`config.mk`:
```
export PLATFORM = sky130hd
export DESIGN_NAME = led_sched
export DESIGN_NICKNAME = d
export VERILOG_FILES = /design/src/rtl/led_pkg.sv /design/src/rtl/led_pwm.sv /design/src/rtl/led_sched.sv
export SDC_FILE = /design/constraint.sdc
export NUM_CORES = 1
export LEC_CHECK = 0
export BUFFER_PORTS_ARGS = -buffer_cell sky130_fd_sc_hd__buf_2
export CORE_ASPECT_RATIO = 2
export CORE_MARGIN = 4
export CORE_UTILIZATION = 65
export CTS_CLUSTER_SIZE = 25
export DETAILED_ROUTE_END_ITERATION = 8
export GPL_TIMING_DRIVEN = 0
export HOLD_SLACK_MARGIN = 0.03
export PLACE_DENSITY = 0.85
export SLEW_MARGIN = 30
export SYNTH_ARGS = -nofsm -noshare
export SYNTH_HDL_FRONTEND = slang
export SYNTH_SLANG_ARGS = --single-unit
```
`constraint.sdc`:
```
create_clock -name clk -period 6.4 [get_ports clk]
set_clock_uncertainty 0.2 [all_clocks]
set_input_delay 0.96 -clock clk [delete_from_list [all_inputs] [get_ports clk]]
set_output_delay 0.96 -clock clk [all_outputs]
set_load 0.01 [all_outputs]
```
`src/rtl/led_pkg.sv`:
```
// led_pkg: shared types and constants for the status-LED scheduler.
//   - led_state_e   : scheduler states (NORMAL / blink ON / blink OFF / inter-code GAP)
//   - ADDR_*        : CPU register addresses
//   - CTRL_*        : bit positions inside the control register
//   - DEF_*_LEVEL   : PWM levels loaded at reset
//   - max3()        : helper used to size the shared phase timer
package led_pkg;

   typedef enum logic [1:0] {
      ST_NORMAL = 2'd0,
      ST_ON     = 2'd1,
      ST_OFF    = 2'd2,
      ST_GAP    = 2'd3
   } led_state_e;

   localparam logic [1:0] ADDR_IDLE   = 2'd0;
   localparam logic [1:0] ADDR_ACTIVE = 2'd1;
   localparam logic [1:0] ADDR_CTRL   = 2'd2;

   localparam int CTRL_ACT_EN = 0;
   localparam int CTRL_ABORT  = 1;

   localparam logic [7:0] DEF_IDLE_LEVEL   = 8'd64;
   localparam logic [7:0] DEF_ACTIVE_LEVEL = 8'd255;

   function automatic int max3(input int a, input int b, input int c);
      int m;
      m = a;
      if (b > m) m = b;
      else m = m;
      if (c > m) m = c;
      else m = m;
      return m;
   endfunction

endpackage

```
`src/rtl/led_pwm.sv`:
```
// led_pwm: 8-bit free-running PWM with a registered compare output.
//   clk, rst : clock, asynchronous active-high reset
//   level    : duty in 1/256 steps (0 = off, 255 = 255/256)
//   led      : registered drive, forced low asynchronously by rst
module led_pwm (
   input  logic       clk,
   input  logic       rst,
   input  logic [7:0] level,
   output logic       led
);

   logic [7:0] pwm_cnt_r;
   logic       led_r;

   // Free-running counter and the registered compare against it.
   always_ff @(posedge clk or posedge rst) begin
      if (rst) begin
         pwm_cnt_r <= 8'd0;
         led_r     <= 1'b0;
      end else begin
         pwm_cnt_r <= pwm_cnt_r + 8'd1;
         led_r     <= (level > pwm_cnt_r);
      end
   end

   assign led = led_r;

endmodule

```
`src/rtl/led_sched.sv`:
```
// led_sched: merges peripheral activity strobes and error blink codes onto a
// single PWM-dimmed status LED. Blink codes override activity indication.
//   clk, rst            : clock, asynchronous active-high reset
//   act[NSRC-1:0]       : single-cycle activity strobes (ORed)
//   err_valid/err_code  : blink-code request (count 0 = accepted and dropped)
//   err_ready           : high while idle; request accepted on valid && ready
//   wr_en/wr_addr/wr_data : CPU register write (idle level, active level, control)
//   busy                : blink code in progress
//   led                 : registered PWM LED drive
module led_sched
   import led_pkg::*;
#(
   parameter int         NSRC       = 4,
   parameter int         TICK_W     = 10,
   parameter int         HOLD_TICKS = 128,
   parameter int         ON_TICKS   = 200,
   parameter int         OFF_TICKS  = 200,
   parameter int         GAP_TICKS  = 800,
   parameter int         REPEAT     = 2,
   parameter logic [7:0] CODE_LEVEL = 8'd255
) (
   input  logic            clk,
   input  logic            rst,
   input  logic [NSRC-1:0] act,
   input  logic            err_valid,
   input  logic [3:0]      err_code,
   output logic            err_ready,
   input  logic            wr_en,
   input  logic [1:0]      wr_addr,
   input  logic [7:0]      wr_data,
   output logic            busy,
   output logic            led
);

   localparam int HOLD_W = $clog2(HOLD_TICKS + 1);
   localparam int TMR_W  = $clog2(max3(ON_TICKS, OFF_TICKS, GAP_TICKS) + 1);

   led_state_e        state_r, state_nx_s;
   logic [TICK_W-1:0] presc_r;
   logic [HOLD_W-1:0] hold_r;
   logic [TMR_W-1:0]  timer_r, timer_nx_s;
   logic [3:0]        bcnt_r, bcnt_nx_s, rcnt_r, rcnt_nx_s, code_r, code_nx_s;
   logic [7:0]        idle_level_r, active_level_r, level_s;
   logic              act_en_r, busy_r, err_ready_r;
   logic              tick_s, abort_s, start_s, phase_end_s;

   assign tick_s      = &presc_r;
   assign abort_s     = wr_en && (wr_addr == ADDR_CTRL) && wr_data[CTRL_ABORT];
   assign phase_end_s = tick_s && (timer_r == TMR_W'(1));

   // Prescaler; restarted when a code starts so the first ON phase is full length.
   always_ff @(posedge clk or posedge rst) begin
      if (rst) presc_r <= TICK_W'(0);
      else if (start_s) presc_r <= TICK_W'(0);
      else presc_r <= presc_r + TICK_W'(1);
   end

   // Activity hold counter: any strobe reloads, ticks count down to zero.
   always_ff @(posedge clk or posedge rst) begin
      if (rst) hold_r <= HOLD_W'(0);
      else if (|act) hold_r <= HOLD_W'(HOLD_TICKS);
      else if (tick_s && (hold_r != HOLD_W'(0))) hold_r <= hold_r - HOLD_W'(1);
      else hold_r <= hold_r;
   end

   // CPU register writes; the abort bit is a strobe and is never stored.
   always_ff @(posedge clk or posedge rst) begin
      if (rst) begin
         idle_level_r   <= DEF_IDLE_LEVEL;
         active_level_r <= DEF_ACTIVE_LEVEL;
         act_en_r       <= 1'b1;
      end else if (wr_en) begin
         case (wr_addr)
            ADDR_IDLE:   idle_level_r   <= wr_data;
            ADDR_ACTIVE: active_level_r <= wr_data;
            ADDR_CTRL:   act_en_r       <= wr_data[CTRL_ACT_EN];
            default:     act_en_r       <= act_en_r;
         endcase
      end else begin
         act_en_r <= act_en_r;
      end
   end

   // FSM state register.
   always_ff @(posedge clk or posedge rst) begin
      if (rst) state_r <= ST_NORMAL;
      else state_r <= state_nx_s;
   end

   // Phase timer, blink/repeat counters and latched code.
   always_ff @(posedge clk or posedge rst) begin
      if (rst) begin
         timer_r <= TMR_W'(0);
         bcnt_r  <= 4'd0;
         rcnt_r  <= 4'd0;
         code_r  <= 4'd0;
      end else begin
         timer_r <= timer_nx_s;
         bcnt_r  <= bcnt_nx_s;
         rcnt_r  <= rcnt_nx_s;
         code_r  <= code_nx_s;
      end
   end

   // Next-state and counter update; abort overrides every phase transition.
   always_comb begin
      state_nx_s = state_r;
      bcnt_nx_s  = bcnt_r;
      rcnt_nx_s  = rcnt_r;
      code_nx_s  = code_r;
      start_s    = 1'b0;
      if (tick_s && (timer_r != TMR_W'(0))) timer_nx_s = timer_r - TMR_W'(1);
      else timer_nx_s = timer_r;

      if (abort_s) begin
         state_nx_s = ST_NORMAL;
         timer_nx_s = TMR_W'(0);
         bcnt_nx_s  = 4'd0;
         rcnt_nx_s  = 4'd0;
      end else begin
         case (state_r)
            ST_NORMAL: begin
               // A zero code completes the handshake but starts nothing.
               if (err_valid && (err_code != 4'd0)) begin
                  state_nx_s = ST_ON;
                  bcnt_nx_s  = err_code;
                  rcnt_nx_s  = 4'(REPEAT);
                  code_nx_s  = err_code;
                  timer_nx_s = TMR_W'(ON_TICKS);
                  start_s    = 1'b1;
               end else begin
                  state_nx_s = ST_NORMAL;
               end
            end
            ST_ON: begin
               if (phase_end_s) begin
                  state_nx_s = ST_OFF;
                  timer_nx_s = TMR_W'(OFF_TICKS);
               end else begin
                  state_nx_s = ST_ON;
               end
            end
            ST_OFF: begin
               if (phase_end_s && (bcnt_r > 4'd1)) begin
                  state_nx_s = ST_ON;
                  bcnt_nx_s  = bcnt_r - 4'd1;
                  timer_nx_s = TMR_W'(ON_TICKS);
               end else if (phase_end_s) begin
                  state_nx_s = ST_GAP;
                  timer_nx_s = TMR_W'(GAP_TICKS);
               end else begin
                  state_nx_s = ST_OFF;
               end
            end
            ST_GAP: begin
               if (phase_end_s && (rcnt_r > 4'd1)) begin
                  state_nx_s = ST_ON;
                  rcnt_nx_s  = rcnt_r - 4'd1;
                  bcnt_nx_s  = code_r;
                  timer_nx_s = TMR_W'(ON_TICKS);
               end else if (phase_end_s) begin
                  state_nx_s = ST_NORMAL;
                  timer_nx_s = TMR_W'(0);
               end else begin
                  state_nx_s = ST_GAP;
               end
            end
            default: begin
               state_nx_s = ST_NORMAL;
               timer_nx_s = TMR_W'(0);
            end
         endcase
      end
   end

   // Level mux: blink phases override the activity/idle level.
   always_comb begin
      level_s = idle_level_r;
      case (state_r)
         ST_ON:          level_s = CODE_LEVEL;
         ST_OFF, ST_GAP: level_s = 8'd0;
         ST_NORMAL: begin
            if (act_en_r && (hold_r != HOLD_W'(0))) level_s = active_level_r;
            else level_s = idle_level_r;
         end
         default:        level_s = idle_level_r;
      endcase
   end

   // Handshake flags registered from the next state so they track state_r exactly.
   always_ff @(posedge clk or posedge rst) begin
      if (rst) begin
         err_ready_r <= 1'b1;
         busy_r      <= 1'b0;
      end else begin
         err_ready_r <= (state_nx_s == ST_NORMAL);
         busy_r      <= (state_nx_s != ST_NORMAL);
      end
   end

   assign err_ready = err_ready_r;
   assign busy      = busy_r;

   led_pwm u_pwm (
      .clk   (clk),
      .rst   (rst),
      .level (level_s),
      .led   (led)
   );

endmodule

```
### Yosys cells after proc, flatten, opt, wreduce, memory -nomap -nowiden

Index checks and enable logic that the tools add are counted.
Widths: inputs -> output; s select.

| cells by class | value |
|---|---|
| bitwise logic cells | 1 |
| mux-type cells | 34 |
| equality and inequality tests | 9 |
| reductions and logical operators | 28 |
| add/sub/neg operators | 6 |
| magnitude comparators | 3 |

Operators by type and width:

| operator | number |
|---|---|
| $mux 10 | 9 |
| $pmux 10 s4 | 1 |
| $mux 4 | 7 |
| $mux 8 | 3 |
| $pmux 8 s3 | 1 |
| $pmux 4 s3 | 1 |
| $add 10x1->10 const B | 1 |
| $eq 10x1->1 const B | 1 |
| $mux 2 | 5 |
| $reduce_and 10->1 | 1 |
| $reduce_bool 10->1 | 1 |
| $sub 10x1->10 const B | 1 |
| $logic_and 1x1->1 | 9 |
| $ne 3x3->1 const B | 3 |
| $add 8x1->8 const B | 1 |
| $gt 4x1->1 const B | 2 |
| $gt 8x8->1 | 1 |
| $pmux 2 s4 | 1 |
| $pmux 4 s2 | 1 |
| $reduce_bool 4->1 | 2 |
| $reduce_bool 8->1 | 1 |
| $sub 4x1->4 const B | 2 |
| $sub 8x1->8 const B | 1 |
| $eq 2x2->1 const B | 3 |
| other kinds (11) | 22 |

| storage, ports and cells | value |
|---|---|
| bits of input ports | 22 |
| output and inout port bits | 3 |
| bits in registers | 70 |

### Depth between registers and ports, before layout

| logic depth | value |
|---|---|
| depth in word-level cells | 7 |
| gate-level depth with buffers | 13 |
| depth with buffers taken out | 12 |

### Cells and area by module

From an unflattened synthesis, not the netlist that was laid out.

| second synthesis, totals | value |
|---|---|
| cell total of the unflattened synthesis | 370 |
| area total of the unflattened synthesis | 3803.6 µm² |

By module, submodules not included:

| module | times used | sequential area each (µm²) | cells each | area each (µm²) |
|---|---|---|---|---|
| led_sched | 1 | 1540.2 | 319 | 3265.6 |
| led_pwm | 1 | 225.2 | 51 | 538.0 |

### Worst setup path before layout

No wires, ideal clock.

| timing path | value |
|---|---|
| kind | reg2reg |
| start point | register hold_r[4] |
| end point | register u_pwm.led_r (netlist: u_pwm.led) |
| library setup time | 0.126 ns |
| path slack | 3.315 ns |
| data required time | 6.074 ns |
| path buffers | 1 |
| data arrival time | 2.759 ns |
| stages on the path, launching flop included | 13 |
| cells stage by stage | dfrtp_1 nor4_1 or4bb_1 clkbuf_1 nand2_2 mux2i_1 a21oi_1 ha_1 nor2b_1 o21a_1 o21a_1 o21ai_0 a21oi_1 |

| between the ends | value |
|---|---|
| longest elaborated chain between the ends | 5 |

RTL lines:

| item | RTL line | text |
|---|---|---|
| from (decl) | led_sched.sv:40 | `logic [HOLD_W-1:0] hold_r;` |
| from (signal assigned) | led_sched.sv:61 | `else if (\|act) hold_r <= HOLD_W'(HOLD_TICKS);` |
| from (signal assigned) | led_sched.sv:62 | `else if (tick_s && (hold_r != HOLD_W'(0))) hold_r <= hold_r - HOLD_W'(1);` |
| from (signal assigned) | led_sched.sv:63 | `else hold_r <= hold_r;` |
| $reduce_bool 8->1 | led_sched.sv:183 | `if (act_en_r && (hold_r != HOLD_W'(0))) level_s = active_level_r;` |
| $logic_and 1x1->1 | led_sched.sv:183 |  |
| $mux 8 | led_sched.sv:183 |  |
| $pmux 8 s3 | led_sched.sv:179 | `case (state_r)` |
| $gt 8x8->1 | led_pwm.sv:22 | `led_r <= (level > pwm_cnt_r);` |
| to (signal assigned) | led_pwm.sv:22 |  |
| to (decl) | led_pwm.sv:13 | `logic led_r;` |

Every way passes these cells.
A chain may end at the register's enable or synchronous reset.

### Worst setup path after layout

Ends and elaborated chain as after synthesis.

==> run_results.csv <==
group,metric,value,unit
outcome,outcome,"complete, no violations",
clocking,clk_pin_slew,50,ps
min_path,hp-class,"reg -> reg",
power_and_ir_drop,pwr-share-clk,36.8,%
clocking,cts_tree,"built",
sta,relSlewSlack,39.9,%
power_and_ir_drop,p_seq_share,39.3,%
critical_path,critPathMaxStageDelay,450,ps
yosys,netlist_instances,360,
power_and_ir_drop,power.internal,1100,uW
critical_path,worst_setup_path_end_kind,"register",
sta,fin_crit,3550,ps
sta,timing.fmax,0.282,GHz
yosys,yosys_warnings,0,
final_layout,num_antenna_cells,0,
power_and_ir_drop,p_total,1550,uW
yosys,synth.area.top_cells,"dfrtp_1 39%, dfstp_2 7.6%, mux2_2 6.5%, ha_1 6.3%, xor2_1 4.2%",
placement,dp.cells,446,
yosys,async_reset_ff_share,100,%
global_routing,overflow,0,
final_layout,area_growth,15.0,%
floorplanning,die_x,62.0,um
placement,dp.final_hpwl,5.77,mm
drt,vias,2857,
floorplanning,core,5710,um^2
yosys,synth_area_per_cell,10.5,um^2
power_and_ir_drop,power.density,357,nW/um^2
final_layout,layout_common_cells,"59 x dfrtp_1, 38 x nor2_1, 24 x buf_2",
floorplanning,std_cell_rows,39,
yosys,ys_seq_area_share,46.6,%
clocking,clockBufferDepth,2,
power_and_ir_drop,peakVddDrop,0.357,mV
clocking,cts_buffers,9,
critical_path,cp.required,6400,ps
critical_path,cp-start-kind,"register",
yosys,synth_area,3790,um^2
drt,drt_pass1_iterations,4,
drt,postRouteAntennaNets,0,
clocking,cts_setup_buffers,0,
floorplanning,design.die.area,7180,um^2
placement,port_buffers,24,
clocking,hold_buffers,0,
sta,fin_crit_sh,55.5,%
power_and_ir_drop,p_switching,455,uW
global_routing,grt_max_degree,49,
sta,worst_slew_pin_slew,893,ps
critical_path,worstPathMaxFanout,10,
clocking,htreeDepth,3,
sta,setup_viol,0,
final_layout,finalNonFillerCells,462,
clocking,cts_sinks,70,
drt,viasPerCell,6.18,
sta,tns,0,ps
final_layout,fill_cells,377,
floorplanning,die_h,116,um
yosys,synth-edff-count,0,
yosys,synth_top_area_share,39.0,%
global_routing,track_usage,26.0,%
run,max-cap-violations,0,
yosys,synth_nets,401,
power_and_ir_drop,switching_share,29.3,%
clocking,cts-root-buf,"clkbuf_16",
global_routing,grt_pass1_wl,13.7,mm
power_and_ir_drop,p_leak,0.00191,uW
yosys,synth.largest_area_cell,"dfrtp_1",
critical_path,slowest_stage,"or4bb_1",
drt,avgRoutedWirePerCell,17.5,um
yosys,synth-main-ff-cell,"dfrtp_1",
clocking,cts_resized,0,
global_routing,antenna_found_initial,0,
final_layout,nets,437,
critical_path,worst_ep_arrival_time,3550,ps
sta,rsz0062_at_grt,"false",
yosys,synth.distinct_cells,46,
floorplanning,io_pins,25,
floorplanning,start_util,66.3,%
drt,drtIter0Drc,214,
final_layout,final_common_cell,"dfrtp_1",
power_and_ir_drop,power_frac_comb,23.9,%
drt,route.detailed.drc,0,
critical_path,crit_chain,"nor4_1 -> or4bb_1 -> clkbuf_1 -> nand2_2 -> mux2i_1 -> a21oi_1 -> ha_1 -> nor2b_1 -> o21a_1 -> o21a_1 -> o21ai_0 -> a21oi_1",
sta,report.final.slew_viol_count,0,
placement,place_congestion,0.883,
clocking,clk_latency,330,ps
yosys,ys_seq_elements,70,
global_routing,grt_pass1_vias,2967,
final_layout,drive_gt1_share,20.2,%
drt,drt-total-wl,8.07,mm
critical_path,crit_type,"reg -> reg",
sta,final_hold_viol_count,0,
## worst max-delay path, delay by kind of cell, from the launching register on
kind / cells / cell delay (ps)
compound gates: 5 / 710
fa+ha+maj: 1 / 320
flops: 1 / 400
buf+inv: 1 / 250
mux: 1 / 230
simple gates: 4 / 1310
## path summary, 6_finish.rpt
kind	start	depth (start not counted)	endpoint	slack [ps]
min in group asynchronous	rst	2	idle_level_r[2]	380
hold / removal	u_pwm.pwm_cnt_r[7]	1	u_pwm.pwm_cnt_r[7]	270
setup reg to reg	hold_r[4]	12	u_pwm.led	2850
setup / recovery	hold_r[4]	12	u_pwm.led	2850
max in group asynchronous	rst	3	active_level_r[6]	5040
hold reg to reg	u_pwm.pwm_cnt_r[7]	1	u_pwm.pwm_cnt_r[7]	270
## logic make-up after synthesis
| kind of cell | Yosys count | synth area share (%) |
|---|---|---|
| and+or+nand+nor | 129 | 19.0 |
| buffers and inverters | 30 | 2.97 |
| xor gates and xnor gates | 32 | 7.40 |
| DFF | 70 | 46.6 |
| adders and majority gates | 19 | 6.28 |
| muxes | 36 | 10.4 |
| AOI/OAI and AO/OA | 44 | 7.34 |
## cells in the mapped netlist, types with 11 or more instances
library cell / count
dfrtp_1: 59
nor2_1: 38
mux2_2: 22
inv_1: 20
ha_1: 19
a21oi_1: 18
xor2_1: 18
nand3_1: 14
xnor2_1: 14
nand2_1: 13
nand4_1: 13
dfstp_2: 11
## power groups by stage
stage,Clock (uW),Combinational (uW),Sequential (uW)
after CTS,576,371,609
after global placement,0,340,609
final,573,371,610
after detailed placement,0,360,616
after global routing,598,413,621
after floorplan,0,270,600
## area by class of cell
type                    count  area, um^2  share of cell area (%)
clock inverters             4        95.1                    2.18
well taps                  61        76.3                    1.75
multi-input cells         260        1910                    43.8
inverters                  20        77.6                    1.78
repair buffers             25         148                    3.39
flip-flops and latches     70        1770                    40.5
plain buffers              10        37.5                   0.862
clock buffers              12         246                    5.66
## through the flow
stage	hold WS (ps)	util [%]	cell area, um^2	setup WS, ps
global placement	263	69.8	3980	2700
CTS	276	76.3	4350	2850
finish	272	76.3	4350	2850
floorplan	246	-	3790	3310
detailed placement	268	70.3	4010	2880
global route	289	76.3	4350	2620
## sequential cells by signal, summed over array words and instances (netlist names)
signal and cells:
bcnt_r 4, rcnt_r 4, idle_level_r 8, code_r 4
u_pwm.led 1, err_ready 1, hold_r 8, u_pwm.pwm_cnt_r 8
busy 1, state_r 2, active_level_r 8, act_en_r 1
presc_r 10, timer_r 10
## layer usage
| layer | GRT usage, % | up-vias | routed length (um) | part of all wire (%) |
|---|---|---|---|---|
| li1 | - | 1355 | - | - |
| met1 | 28.9 | 1410 | 2900 | 36 |
| met2 | 45.3 | 73 | 4640 | 57 |
| met3 | 5.46 | 19 | 299 | 3.7 |
| met4 | 11.6 | 0 | 229 | 2.8 |
| met5 | 0 | - | 0 | 0 |
Note: power is estimated with default switching activity, not from simulation.
